[config.mk]
export PLATFORM = sky130hd
export DESIGN_NAME = sap1_controller
export DESIGN_NICKNAME = d
export VERILOG_FILES = /design/src/rtl/sap1_controller.sv
export SDC_FILE = /design/constraint.sdc
export NUM_CORES = 1
export LEC_CHECK = 0
export BUFFER_PORTS_ARGS = -buffer_cell sky130_fd_sc_hd__clkbuf_2
export CELL_PAD_IN_SITES_DETAIL_PLACEMENT = 1
export CELL_PAD_IN_SITES_GLOBAL_PLACEMENT = 2
export CORE_AREA = 2 2 53 55
export CTS_BUF_LIST = sky130_fd_sc_hd__clkbuf_4 sky130_fd_sc_hd__clkbuf_8 sky130_fd_sc_hd__clkbuf_16
export DETAILED_ROUTE_END_ITERATION = 8
export DIE_AREA = 0 0 55 57
export PLACE_DENSITY_LB_ADDON = 0.1
export SYNTH_ARGS = -nofsm -noshare
export SYNTH_HDL_FRONTEND = slang
export SYNTH_SLANG_ARGS = --single-unit
[constraint.sdc]
create_clock -name clk -period 1.73 [get_ports clk]
set_input_delay 0.0865 -clock clk [delete_from_list [all_inputs] [get_ports clk]]
set_output_delay 0.0865 -clock clk [all_outputs]
set_load 0.01 [all_outputs]
[src/rtl/sap1_controller.sv]
// sap1_controller: SAP-1 instruction sequencer. A six-stage T-state ring
// (T1..T6) plus a terminal HALT state, with a combinational decode of the
// current state and opcode into the 12-bit datapath control word.
//
// Ports:
//   clk      - rising-edge clock
//   rst_n    - asynchronous active-low reset (state -> T1, ctrl forced to 0)
//   run      - 1 = advance one T-state per clock, 0 = hold and force ctrl to 0
//   ir_op    - opcode nibble from the instruction register
//   ctrl     - control word {Cp,Ep,Lm,CE,Li,Ei,La,Ea,Su,Eu,Lb,Lo}
//   t_state  - one-hot T-state (bit0 = T1 .. bit5 = T6), zero in HALT
//   halted   - 1 while in HALT
module sap1_controller (
    input  logic        clk,
    input  logic        rst_n,
    input  logic        run,
    input  logic [3:0]  ir_op,
    output logic [11:0] ctrl,
    output logic [5:0]  t_state,
    output logic        halted
);

    localparam int unsigned CTRL_W = 12;

    // One-hot state encoding; bits [5:0] double as the t_state output.
    localparam logic [6:0] ST_T1   = 7'b000_0001;
    localparam logic [6:0] ST_T2   = 7'b000_0010;
    localparam logic [6:0] ST_T3   = 7'b000_0100;
    localparam logic [6:0] ST_T4   = 7'b000_1000;
    localparam logic [6:0] ST_T5   = 7'b001_0000;
    localparam logic [6:0] ST_T6   = 7'b010_0000;
    localparam logic [6:0] ST_HALT = 7'b100_0000;

    localparam logic [3:0] OP_LDA = 4'b0000;
    localparam logic [3:0] OP_ADD = 4'b0001;
    localparam logic [3:0] OP_SUB = 4'b0010;
    localparam logic [3:0] OP_OUT = 4'b1110;
    localparam logic [3:0] OP_HLT = 4'b1111;

    localparam logic [CTRL_W-1:0] CW_NONE    = 12'h000;
    localparam logic [CTRL_W-1:0] CW_EP_LM   = 12'h600;
    localparam logic [CTRL_W-1:0] CW_CP      = 12'h800;
    localparam logic [CTRL_W-1:0] CW_CE_LI   = 12'h180;
    localparam logic [CTRL_W-1:0] CW_EI_LM   = 12'h240;
    localparam logic [CTRL_W-1:0] CW_CE_LA   = 12'h120;
    localparam logic [CTRL_W-1:0] CW_CE_LB   = 12'h102;
    localparam logic [CTRL_W-1:0] CW_LA_EU   = 12'h024;
    localparam logic [CTRL_W-1:0] CW_LA_SUEU = 12'h02C;
    localparam logic [CTRL_W-1:0] CW_EA_LO   = 12'h011;

    logic [6:0]        state_q;
    logic [6:0]        state_d;
    logic [CTRL_W-1:0] word_c;

    // State register.
    always_ff @(posedge clk or negedge rst_n) begin
        if (!rst_n) begin
            state_q <= ST_T1;
        end else begin
            state_q <= state_d;
        end
    end

    // Next state: ring advances only while run is high; HLT diverts T4 to HALT.
    always_comb begin
        state_d = state_q;
        if (run) begin
            case (state_q)
                ST_T1:   state_d = ST_T2;
                ST_T2:   state_d = ST_T3;
                ST_T3:   state_d = ST_T4;
                ST_T4:   state_d = (ir_op == OP_HLT) ? ST_HALT : ST_T5;
                ST_T5:   state_d = ST_T6;
                ST_T6:   state_d = ST_T1;
                ST_HALT: state_d = ST_HALT;
                default: state_d = ST_T1;
            endcase
        end
    end

    // Control word decode; ir_op is only consulted in the execute states.
    always_comb begin
        word_c = CW_NONE;
        case (state_q)
            ST_T1: word_c = CW_EP_LM;
            ST_T2: word_c = CW_CP;
            ST_T3: word_c = CW_CE_LI;
            ST_T4: begin
                case (ir_op)
                    OP_LDA, OP_ADD, OP_SUB: word_c = CW_EI_LM;
                    OP_OUT:                 word_c = CW_EA_LO;
                    default:                word_c = CW_NONE;
                endcase
            end
            ST_T5: begin
                case (ir_op)
                    OP_LDA:         word_c = CW_CE_LA;
                    OP_ADD, OP_SUB: word_c = CW_CE_LB;
                    default:        word_c = CW_NONE;
                endcase
            end
            ST_T6: begin
                case (ir_op)
                    OP_ADD:  word_c = CW_LA_EU;
                    OP_SUB:  word_c = CW_LA_SUEU;
                    default: word_c = CW_NONE;
                endcase
            end
            default: word_c = CW_NONE;
        endcase
    end

    // Pause and reset both gate the word off without latency.
    assign ctrl    = (rst_n && run) ? word_c : CW_NONE;
    assign t_state = state_q[5:0];
    assign halted  = state_q[6];

endmodule

==> results.json <==
{
  "status": "complete, no violations",
  "top_register": "state_q",
  "fin_crit_ns": 1.69,
  "r2r-end": "state_q[6]",
  "hold_depth": 3,
  "vias_per_cell": 5.00,
  "ant_nets": 0,
  "clock-sinks": 7,
  "r2r_setup_slack_ns": 0.17,
  "overflow": 0,
  "drt_iter0_drc": 2,
  "clock_skew_ns": 0.00210,
  "final_layout_size_suffix_gt1_share_pct": 63.0,
  "async_reset_ff_share_pct": 100,
  "num_antenna_cells": 0,
  "port_buffers": 25,
  "cts_root_buffer": "clkbuf_4",
  "drc": 0,
  "dieArea_sq_um": 3140,
  "wl_per_cell_microns": 14.5,
  "whs_ns": 0.217,
  "synth-seq-cells": 7,
  "vdd_drop_max_uv": 748,
  "worstMarginPinSlew_ns": 0.468,
  "synth.top_cells.by_area": "dfrtp_1 (25%), dfstp_2 (4.3%), inv_1 (4.3%)",
  "num_vias": 750,
  "routed_wl_mm": 2.17,
  "ctsLongestPathBuffers": 2,
  "synth-edff-count": 0,
  "postSynthCellCount": 69,
  "clk_latency_ns": 0.25,
  "powerDensity_nw_per_um2": 1080,
  "r2r-start": "state_q[1]",
  "crit_path_end_kind": "output pin",
  "ys_types": 34,
  "first_pass_iters": 4,
  "grt.total_usage_pct": 14.7,
  "r2r.worst_path.cells": 5,
  "die_y_microns": 57,
  "setup_viol_count_final": 0,
  "top_regs": "state_q x7",
  "die_width_microns": 55,
  "dpl.hpwl_mm": 1.54,
  "syn-num-nets": 76,
  "largest_reg_flops": 7,
  "ioPinCount": 26,
  "cp.arrival_ns": 1.60,
  "syn_avg_cell_area_sq_um": 8.87,
  "clkTransAtPathRegs_ns": 0.05,
  "fin_nets": 127,
  "synth_top_area_share_pct": 24.5,
  "crit_path_start_kind": "flop",
  "leakagePower_uw": 0.000502,
  "grt_max_degree": 13,
  "critical_path_required_ns": 1.64,
  "synthTopCellsByCount": "inv_1 (7), nor2_1 (7), dfrtp_1 (6)",
  "slew_headroom_pct": 68.6,
  "area_delta_synth_final_pct": 70.8,
  "drv_slew": 0,
  "synth-seq-area-share_pct": 28.8,
  "place_congestion": 0.707,
  "power.total_uw": 1120,
  "ys.flop_type": "dfrtp_1",
  "min_from": "ir_op[2]",
  "holdCritPathClass": "in -> reg",
  "drv_cap": 0,
  "min_to": "state_q[6]",
  "place_area_sq_um": 808,
  "htreeDepth": 1,
  "yosysWarnings": 0,
  "num-fill-cells": 344,
  "fmax_mhz": 593,
  "design_area_sq_um": 1040,
  "post-route-period-util_pct": 97.5,
  "worstPathMaxFanout": 4,
  "syn-cell-area_sq_um": 612,
  "grt_pass1_vias": 721,
  "rows": 19,
  "grt_pass1_wl_mm": 3.40,
  "numCtsBuffers": 3,
  "tns_ns": 0,
  "synth_top_area_cell": "dfrtp_1",
  "rsz0062_at_grt": "true",
  "cts_tree": "yes",
  "hold_viol": 0,
  "initial_core_util_pct": 23.4,
  "crit_type": "reg -> out",
  "core_sq_um": 2620,
  "antenna_found_initial": 0
}
==> routing by layer <==
| metal | GRT usage, % | part of all wire (%) | wire length [microns] | up-vias |
|---|---|---|---|---|
| li1 | - | - | - | 364 |
| met1 | 20.0 | 45 | 976 | 360 |
| met2 | 23.1 | 50 | 1090 | 22 |
| met3 | 2.88 | 3.0 | 66 | 4 |
| met4 | 4.53 | 1.6 | 34 | 0 |
| met5 | 0 | 0 | 0 | - |
==> metrics by stage <==
step | setup WS (ns) | instances | util (%)
after global routing | -0.0768 | 150 | 40.0
after detailed placement | 0.165 | 128 | 30.9
after floorplan | 0.109 | 69 | -
after global placement | 0.133 | 128 | 30.9
final | 0.0431 | 150 | 40.0
after CTS | -0.00304 | 142 | 35.9
==> timing repair <==
item,CTS,global route
endpoints found under the setup margin,9,10
pin swaps,7,5
setup buffers,9,8
gates resized for setup,8,14
hold buffers,1,0
hold endpoints to repair,7,0
==> cell type report <==
type | count | area, sq um | share of cell area (%)
clock buffer | 4 | 30.0 | 2.87
inverter | 7 | 26.3 | 2.51
multi-input combinational | 53 | 458 | 43.8
sequential | 7 | 183 | 17.5
tap | 31 | 38.8 | 3.71
timing repair buffer | 48 | 309 | 29.6
==> logic make-up (layout without fill, tap and decap cells) <==
kind of cell    count (synthesis)  after routing  synth area share [%]
flops                           7              7                  28.8
compound gates                 14             14                  17.2
buf+inv                         9             59                  6.14
xor+xnor                        3              3                  4.30
simple gates                   36             36                  43.6
==> worst max-delay path, stage by stage (launching register included) <==
cell and delay [ns]:
dfrtp_2 0.45, nor4b_4 0.38, buf_4 0.17, nand3_2 0.07, a21oi_2 0.14, buf_2 0.14
==> worst max-delay path by stage <==
stage,start,end,slack (ns),cells after the start
floorplan,state_q[5],ctrl[4],0.11,4
global placement,state_q[3],ctrl[0],0.13,4
detailed placement,state_q[3],ctrl[4],0.17,4
CTS,state_q[5],ctrl[9],-0.003,4
global route,state_q[4],ctrl[8],-0.08,5
finish,state_q[5],ctrl[9],0.04,5
==> power breakdown <==
group	internal [uW]	switching (uW)	total, uW
combinational	356	315	671
clock	104	58.7	162
sequential	214	76.2	291
total	674	450	1120
==> cell usage in the layout, fill, tap and decap left out, drive strengths merged, types with 2 or more instances in the layout <==
cell type,count
clkbuf,23
dfrtp,6
xor2,2
nor2b,2
nand4b,2
a21oi,3
nand3,4
nor4,5
nor4b,2
nor3,4
nor2,7
nand2,3
nand2b,2
o21ai,4
buf,27
inv,7
nand4,4
Power figures use the tool's default switching activity.
